`config.mk`:
```
export PLATFORM = sky130hd
export DESIGN_NAME = modexp_engine_flat
export DESIGN_NICKNAME = d
export VERILOG_FILES = /design/src/rtl/modexp_if.sv /design/src/rtl/modexp_engine.sv /design/src/flat_wrapper.sv
export SDC_FILE = /design/constraint.sdc
export NUM_CORES = 1
export LEC_CHECK = 0
export CORE_MARGIN = 2
export CORE_UTILIZATION = 50
export DETAILED_ROUTE_END_ITERATION = 10
export GPL_ROUTABILITY_DRIVEN = 0
export PLACE_DENSITY = 0.74
export SYNTH_ARGS = -nofsm -noshare
export SYNTH_HDL_FRONTEND = slang
export SYNTH_SLANG_ARGS = --single-unit
export TNS_END_PERCENT = 10
```
`constraint.sdc`:
```
create_clock -name clk -period 9.6 [get_ports clk]
set_input_delay 1.92 -clock clk [delete_from_list [all_inputs] [get_ports clk]]
set_output_delay 1.92 -clock clk [all_outputs]
set_load 0.005 [all_outputs]
```
`src/rtl/modexp_if.sv`:
```
// Handshake and operand bundle for modexp_engine.
//   start  : request, sampled only while the engine is idle
//   mode   : 0 = a*b mod m, 1 = a^b mod m
//   a, b, m: operands and modulus, captured on the accepted start edge
//   result : final value, held until the next accepted start
//   done   : high while idle with a valid result
//   busy   : high from the cycle after start is accepted until done rises
//   err    : modulus was zero, valid alongside done
interface modexp_if #(
    parameter int WIDTH = 32
);
    logic             start;
    logic             mode;
    logic [WIDTH-1:0] a;
    logic [WIDTH-1:0] b;
    logic [WIDTH-1:0] m;
    logic [WIDTH-1:0] result;
    logic             done;
    logic             busy;
    logic             err;

    modport master (
        output start, mode, a, b, m,
        input  result, done, busy, err
    );

    modport slave (
        input  start, mode, a, b, m,
        output result, done, busy, err
    );
endinterface

```
`src/rtl/modexp_engine.sv`:
```
// Sequential modular arithmetic engine.
//   mode 0: result = a*b mod m (shift-and-add)
//   mode 1: result = a^b mod m (square-and-multiply over a shared mulmod)
// Ports:
//   clk   : clock, rising edge
//   reset : asynchronous, active-low
//   bus   : modexp_if slave (start/mode/a/b/m in, result/done/busy/err out)
//
// state      | meaning
// -----------+-----------------------------------------------------------
// S_IDLE     | waiting for start; result/done/err held
// S_LOAD     | m==0 check; set up reduction a mod m = mulmod(1 mod m, a)
// S_CHK      | exponent loop head; finish, multiply, or skip to shift
// S_REDUCE   | latch a mod m; set up mode-0 product or mode-1 loop
// S_MUL_INIT | set up mulmod(res, base) or mulmod(base, base)
// S_MUL_STEP | one multiplier bit per cycle, returns to r_ret
// S_PEXP_BIT | absorb multiply result, shift exponent, maybe square
// S_PEXP_SQR | absorb squared base
// S_FINISH   | write result, raise done, drop busy
module modexp_engine #(
    parameter int WIDTH = 32
) (
    input  logic    clk,
    input  logic    reset,
    modexp_if.slave bus
);
    typedef enum logic [3:0] {
        S_IDLE, S_LOAD, S_CHK, S_REDUCE, S_MUL_INIT,
        S_MUL_STEP, S_PEXP_BIT, S_PEXP_SQR, S_FINISH
    } state_t;

    state_t           r_state, w_state_nxt, r_ret;
    logic             r_mode;
    logic [WIDTH-1:0] r_a, r_b, r_m;
    logic [WIDTH-1:0] r_acc, r_x, r_mplr;
    logic [WIDTH-1:0] r_res, r_base, r_e;
    logic [WIDTH-1:0] r_result;
    logic             r_done, r_busy, r_err;

    logic [WIDTH-1:0] w_one;
    logic [WIDTH:0]   w_m_ext, w_sum, w_dbl;
    logic [WIDTH-1:0] w_sum_red, w_dbl_red;
    logic [WIDTH-1:0] w_acc_step, w_x_step;
    logic             w_mul_last;

    assign w_one = (r_m == WIDTH'(1)) ? {WIDTH{1'b0}} : WIDTH'(1);

    // Sums are one bit wider than the operands so acc+x and 2x never wrap
    // before the compare. The subtracted value is known to be < m, so the
    // low WIDTH bits of the difference are exact.
    assign w_m_ext   = {1'b0, r_m};
    assign w_sum     = {1'b0, r_acc} + {1'b0, r_x};
    assign w_dbl     = {r_x, 1'b0};
    assign w_sum_red = w_sum[WIDTH-1:0] - r_m;
    assign w_dbl_red = w_dbl[WIDTH-1:0] - r_m;

    assign w_acc_step = !r_mplr[0]          ? r_acc :
                        (w_sum >= w_m_ext)  ? w_sum_red : w_sum[WIDTH-1:0];
    assign w_x_step   = (w_dbl >= w_m_ext)  ? w_dbl_red : w_dbl[WIDTH-1:0];

    // Last step when no set bits remain above bit 0; a zero multiplier
    // therefore costs a single no-op cycle.
    assign w_mul_last = (r_mplr[WIDTH-1:1] == '0);

    always_ff @(posedge clk or negedge reset) begin
        if (!reset) r_state <= S_IDLE;
        else        r_state <= w_state_nxt;
    end

    always_comb begin
        w_state_nxt = r_state;
        case (r_state)
            S_IDLE:     if (bus.start) w_state_nxt = S_LOAD;
            S_LOAD:     w_state_nxt = (r_m == '0) ? S_FINISH : S_MUL_STEP;
            S_MUL_STEP: if (w_mul_last) w_state_nxt = r_ret;
            S_REDUCE:   w_state_nxt = r_mode ? S_CHK : S_MUL_STEP;
            S_CHK: begin
                if (r_e == '0)  w_state_nxt = S_FINISH;
                else if (r_e[0]) w_state_nxt = S_MUL_INIT;
                else             w_state_nxt = S_PEXP_BIT;
            end
            S_MUL_INIT: w_state_nxt = S_MUL_STEP;
            S_PEXP_BIT: w_state_nxt = (r_e[WIDTH-1:1] != '0) ? S_MUL_INIT : S_FINISH;
            S_PEXP_SQR: w_state_nxt = S_CHK;
            S_FINISH:   w_state_nxt = S_IDLE;
            default:    w_state_nxt = S_IDLE;
        endcase
    end

    always_ff @(posedge clk or negedge reset) begin
        if (!reset) begin
            r_ret    <= S_IDLE;
            r_mode   <= 1'b0;
            r_a      <= '0;
            r_b      <= '0;
            r_m      <= '0;
            r_acc    <= '0;
            r_x      <= '0;
            r_mplr   <= '0;
            r_res    <= '0;
            r_base   <= '0;
            r_e      <= '0;
            r_result <= '0;
            r_done   <= 1'b0;
            r_busy   <= 1'b0;
            r_err    <= 1'b0;
        end else begin
            case (r_state)
                S_IDLE: if (bus.start) begin
                    r_mode <= bus.mode;
                    r_a    <= bus.a;
                    r_b    <= bus.b;
                    r_m    <= bus.m;
                    r_done <= 1'b0;
                    r_err  <= 1'b0;
                    r_busy <= 1'b1;
                end
                S_LOAD: begin
                    if (r_m == '0) r_err <= 1'b1;
                    r_acc  <= '0;
                    r_x    <= w_one;
                    r_mplr <= r_a;
                    r_ret  <= S_REDUCE;
                end
                S_MUL_STEP: begin
                    r_acc  <= w_acc_step;
                    r_x    <= w_x_step;
                    r_mplr <= r_mplr >> 1;
                end
                S_REDUCE: begin
                    // Both setups are loaded; the unused one is harmless.
                    r_base <= r_acc;
                    r_res  <= w_one;
                    r_e    <= r_b;
                    r_acc  <= '0;
                    r_x    <= r_acc;
                    r_mplr <= r_b;
                    r_ret  <= S_FINISH;
                end
                S_CHK: r_ret <= S_PEXP_BIT;
                S_MUL_INIT: begin
                    r_acc  <= '0;
                    r_x    <= r_base;
                    r_mplr <= (r_ret == S_PEXP_BIT) ? r_res : r_base;
                end
                S_PEXP_BIT: begin
                    // e[0] set means we arrived here from the multiply.
                    if (r_e[0]) r_res <= r_acc;
                    r_e   <= r_e >> 1;
                    r_ret <= S_PEXP_SQR;
                end
                S_PEXP_SQR: r_base <= r_acc;
                S_FINISH: begin
                    r_result <= r_err ? {WIDTH{1'b0}} : (r_mode ? r_res : r_acc);
                    r_done   <= 1'b1;
                    r_busy   <= 1'b0;
                end
                default: ;
            endcase
        end
    end

    assign bus.result = r_result;
    assign bus.done   = r_done;
    assign bus.busy   = r_busy;
    assign bus.err    = r_err;
endmodule

```
`src/flat_wrapper.sv`:
```
// flat-port wrapper written by rule: the top's interface ports become plain ports
module modexp_engine_flat 
#(
    parameter int WIDTH = 32
)
  (clk, reset, bus_start, bus_mode, bus_a, bus_b, bus_m, bus_result, bus_done, bus_busy, bus_err);
  modexp_if #(.WIDTH(WIDTH)) bus_i ();
  input  logic clk;
  input  logic reset;
  input wire logic [$bits(bus_i.start)-1:0] bus_start;
  input wire logic [$bits(bus_i.mode)-1:0] bus_mode;
  input wire logic [$bits(bus_i.a)-1:0] bus_a;
  input wire logic [$bits(bus_i.b)-1:0] bus_b;
  input wire logic [$bits(bus_i.m)-1:0] bus_m;
  output wire logic [$bits(bus_i.result)-1:0] bus_result;
  output wire logic [$bits(bus_i.done)-1:0] bus_done;
  output wire logic [$bits(bus_i.busy)-1:0] bus_busy;
  output wire logic [$bits(bus_i.err)-1:0] bus_err;
  assign bus_i.start = bus_start;
  assign bus_i.mode = bus_mode;
  assign bus_i.a = bus_a;
  assign bus_i.b = bus_b;
  assign bus_i.m = bus_m;
  assign bus_result = bus_i.result;
  assign bus_done = bus_i.done;
  assign bus_busy = bus_i.busy;
  assign bus_err = bus_i.err;
  modexp_engine #(.WIDTH(WIDTH)) u_core (.clk(clk), .reset(reset), .bus(bus_i));
endmodule
```
# Word-level counts from Yosys, hierarchy flattened
# Index checks and enable logic that the tools add are counted.
# Widths: inputs -> output; s select.
# word_totals
regBits	332
output_inout_bits	35
elab_cells	83
# classes
add_sub_neg	3
order_cmp	2
eq_ne	15
muxes	28
reduce_logical	19
# ops
cell	n
$pmux 32 s4	2
$mux 32	7
$pmux 32 s2	3
$ge 33x32->1	2
$logic_not 32->1	2
$sub 32x32->32	2
$add 32x32->33	1
$eq 32x1->1 const B	1
$pmux 4 s8	1
$logic_not 31->1	1
$reduce_bool 31->1	1
$eq 4x3->1 const B	5
$mux 4	5
$pmux 4 s4	1
$reduce_and 2->1	5
$eq 4x2->1 const B	2
$ne 2x1->1 const B	4
$reduce_bool 2->1	4
$reduce_bool 4->1	2
$pmux 1 s2	3
$eq 4x1->1 const B	1
$eq 4x4->1 const B	1
$logic_not 4->1	1
$mux 1	4
other kinds (6)	6

# Longest topological paths before layout
# logic_depth
word_depth	5
ltp_mapped	24

# Worst setup path after synthesis
# Ideal clock, no wire load.
# synth_path
kind	register to register
start	register u_core.r_acc[0]
end	register u_core.r_acc[3]
arrival_ns	4.202
slack_ns	5.265
path_stages_with_launch	24
n_path_buf	2
synth_period_minus_slack_ns	4.335
cell_sequence	dfrtp_1 > ha_1 > inv_1 > fa_1 > nand2b_1 > a21oi_1 > o21ai_1 > a21oi_4 > o41ai_2 > o21ai_1 > a21oi_1 > xnor2_1 > ha_1 > and3_1 > and4_1 > a41oi_1 > nor2_1 > nor4_1 > o2111a_2 > and2_4 > buf_8 > buf_12 > mux2i_1 > o21ai_1
# synth_via
elab_chain_cells	5
elab_cells_between_ends	6
classes_between	2 x add/sub; 1 x order compare; 3 x mux
# synth_lines
element	line_no	text
start: declaration	modexp_engine.sv:35	logic [WIDTH-1:0] r_acc, r_x, r_mplr;
start signal: assignment	modexp_engine.sv:126	r_acc <= w_acc_step;
$add 32x32->33 *	modexp_engine.sv:52	assign w_sum = {1'b0, r_acc} + {1'b0, r_x};
$sub 32x32->32 or $ge 33x32->1 (tied branches)	modexp_engine.sv:54, modexp_engine.sv:58	
$mux 32 *	modexp_engine.sv:58	(w_sum >= w_m_ext) ? w_sum_red : w_sum[WIDTH-1:0];
$mux 32 *	modexp_engine.sv:57	assign w_acc_step = !r_mplr[0] ? r_acc :
$pmux 32 s2 *	modexp_engine.sv:108	case (r_state)
# Mark *: on every way between the ends. The rest lies on a longest branch, timed or not. The select of a mux whose other input is x is not followed.
# A chain may end at the register's enable or synchronous reset.

# Final worst setup path
# layout_path
start	register u_core.r_acc[0]
end	register u_core.r_acc[28]
# The elaborated chain is that of the path after synthesis.

==> summary.txt <==
Synthesis
  • Simple-gate share of the synthesized area: 0.140
  • FF+latch count, synth: 332
  • Gate Count Post-Synth: 2091
  • YS warnings: 0
  • Post-Syn Nets: 2290
  • Seq/Total Area, Yosys: 0.415
  • Synth Area in Adders: 0.0631
  • Synth Area per Inst: 9.56 um2
  • Largest cells by area after synthesis: dfrtp_1, mux2_2, ha_1, nand2_1, a222oi_1
  • Post-synthesis compound-gate area fraction: 0.194
  • FFs w/ async S/R, synth: 1.00
  • Fraction of synthesized cell area in xor and xnor cells: 0.0337
  • Most used flip-flop cell after synthesis: dfrtp_1
  • Largest area contributor in the netlist: dfrtp_1
  • Synth unique cells: 85
  • Mapped Area: 0.0200 mm2
  • Largest family of logic cells by synthesized area: compound AO/OA/AOI/OAI gates
  • Number of synthesized flops with an enable pin: 0
  • Post-synthesis mux area share: 0.115
  • Synth top area share: 0.415

Worst setup path
  • Crit-path max FO: 25
  • Crit path DAT: 5980 ps
  • Cell chain of the critical path: ha_1, inv_1, fa_1, nand2b_1, a21oi_1, o21ai_1, a21oi_4, o41ai_2, o21ai_1, a21oi_1, xnor2_1, ha_1, and3_1, and4_1, a41oi_1, nor2_1, nor4_1, o2111a_2, and2_4, nand2b_4, o31ai_1
  • CP Buf/Inv Count: 1
  • Setup crit start kind: flop
  • CP endpoint kind: flop
  • Path type of the worst setup path: reg -> reg
  • CP peak stage delay: 460 ps
  • CP Data Required Time: 10040 ps
  • Crit-path slowest cell: dfrtp_1
  • Crit-path leading delay family: compound AO/OA/AOI/OAI gates

Global routing
  • Total track usage: 0.269
  • Vias in the first global route: 16500
  • First-pass GRT wire length: 89600 um
  • Initial antenna violation count: 0
  • Total global routing overflow: 0
  • Largest net degree at the start of global routing: 177

Clocking
  • Worst skew pair latency: around 570 ps
  • CTS buffer count: 39
  • Post_cts resized: 0
  • Root Buffer: clkbuf_16
  • Clock tree from TritonCTS: built
  • Clk buf depth: 3
  • Clock Sinks: 332
  • H-tree Lvls: 2
  • Hold_buf cts: 0
  • Post-CTS setup buffer count: 0
  • Reg clk slew, reported paths: around 60 ps

Floorplanning
  • Starting density of the core: 0.505
  • Num ports: about 140
  • Core footprint: 0.0396 mm2
  • Die Footprint: about 0.042 mm2
  • DIE WIDTH: 204 um
  • Core Rows: 73
  • Die Span Y: 204 um

Drt
  • Post-route ant nets: 0
  • Routed wire length: 56000 um
  • Routed vias/inst: 6.31
  • DR iter-0 viols: between 2000 and 2500
  • TritonRoute pass-1 iters: 7
  • Vias: about 17000
  • Wire length per cell: ~21 um
  • Post-route DRC violation count: 0

Place
  • Port bufs: roughly 130
  • Inst Count DP: 2641
  • Hpwl dp: 40200 um

Min path
  • Worst hold-check path type: reg -> reg

STA
  • Worst-Margin Slew: 1220 ps
  • Hold Fails Final Rpt: 0
  • Final TNS setup: 0 ps
  • Fmax: 0.181 GHz
  • Rel. slew slack: 0.187
  • Final min period: roughly 5500 ps
  • RSZ-0062 raised after global routing: false
  • Count of pins over their slew limit: 0
  • Worst clock skew: 16.5 ps
  • Crit share post-route: 0.577
  • Final Setup Violations: 0

Final layout
  • Number of fill cells: between 3000 and 4000
  • Area Growth Syn to Fin: 14.6%
  • Ant diodes: 0
  • Nets: 2356
  • Commonest non-fill, non-tap cell in the layout: dfrtp_1
  • Share of cells above drive strength 1: 0.126
  • Most frequent cells in the layout: dfrtp_1, nand2_1, mux2_2
  • Non-filler instance count after layout: 2706

Job
  • Max-cap violations: 0

Power and ir drop
  • Pwr Density: 385 mW/mm2
  • Final Total Pwr: ~8.8 mW
  • Largest vdd supply drop: 0.000201 V
  • P_leak: approximately 10 nW

Outcome
  • Outcome: finished, final reports clean
per-stage QoR:
step	util	instance area (um2)	hold WS (ps)	setup WS (ps)
after floorplan	-	20000	462	5270
after global placement	0.547	21700	461	4520
after detailed placement	0.547	21700	462	4270
after CTS	0.578	22900	477	4210
after global routing	0.578	22900	517	3950
final	0.578	22900	473	4060
registers in the layout, indices dropped and copies added (netlist names):
register,cells
u_core.r_mplr,32
u_core.r_res,32
u_core.r_x,32
u_core.r_acc,32
u_core.r_ret,4
u_core.bus.result,32
u_core.r_m,32
u_core.r_b,32
u_core.r_a,32
u_core.bus.err,1
u_core.r_mode,1
u_core.r_e,32
u_core.r_base,32
u_core.bus.done,1
u_core.r_state,4
u_core.bus.busy,1
synthesized netlist by cell type (all sizes together) (24+ instances only):
library cell  count
dfrtp           332
nand2           298
mux2            161
o21ai           125
a21oi           114
clkbuf          101
nor2            100
ha               96
nand3            72
a222oi           62
inv              62
xnor2            49
mux2i            48
a31oi            43
a22oi            42
o31ai            39
a21o             35
nor3             30
xor2             28
buf              25
nand4            25
nor4             24
final cells by class:
type | instances | area [um2] | area share
flip-flops and latches | 332 | 8310 | 0.363
inverters | 63 | 236 | 0.0103
well taps | 525 | 657 | 0.0287
clock buffers | 57 | 1160 | 0.0508
clock inverters | 8 | 83.8 | 0.00366
repair buffers | 151 | 1490 | 0.0649
multi-input cells | 1570 | 11000 | 0.479
worst register-to-register path, cell delays in order, from the launching register on:
cell      delay [ps]
dfrtp_1          460
ha_1             250
inv_1             80
fa_1             420
nand2b_1         200
a21oi_1          290
o21ai_1          200
a21oi_4          260
o41ai_2          120
o21ai_1          170
a21oi_1          100
xnor2_1          240
ha_1             350
and3_1           260
and4_1           210
a41oi_1          250
nor2_1            80
nor4_1           230
o2111a_2         370
and2_4           450
nand2b_4         310
o31ai_1          110
routing by layer:
layer	vias up	track usage	routed length [um]
met2	864	0.406	24200
met4	0	0.0805	1560
met3	120	0.0437	4850
li1	7866	-	-
met1	8226	0.397	25400
met5	-	0	0
worst paths after layout:
| check | from | endpoint | slack, ps | cells past startpoint |
|---|---|---|---|---|
| worst max-delay path | u_core.r_acc[0] | u_core.r_acc[28] | 4060 | 21 |
| worst min-delay path | u_core.bus.done | u_core.bus.done | 470 | 2 |
| worst max register to register | u_core.r_acc[0] | u_core.r_acc[28] | 4060 | 21 |
| worst min register to register | u_core.bus.done | u_core.bus.done | 470 | 2 |
| max in group asynchronous | reset | u_core.r_m[3] | 6760 | 2 |
| min in group asynchronous | reset | u_core.r_b[7] | 1380 | 1 |
cells by family after synthesis:
family / Yosys count
fa+ha+maj: 99
simple gates: 621
buf+inv: 189
xor+xnor: 77
mux: 209
compound gates: 564
flops: 332
power by group:
part	leakage [nW]	switching, mW	internal (mW)
Combinational	5.31	2.88	2.02
Clock	0.617	0.601	0.841
Sequential	4.28	0.567	1.92
Power figures use the tool's default switching activity.
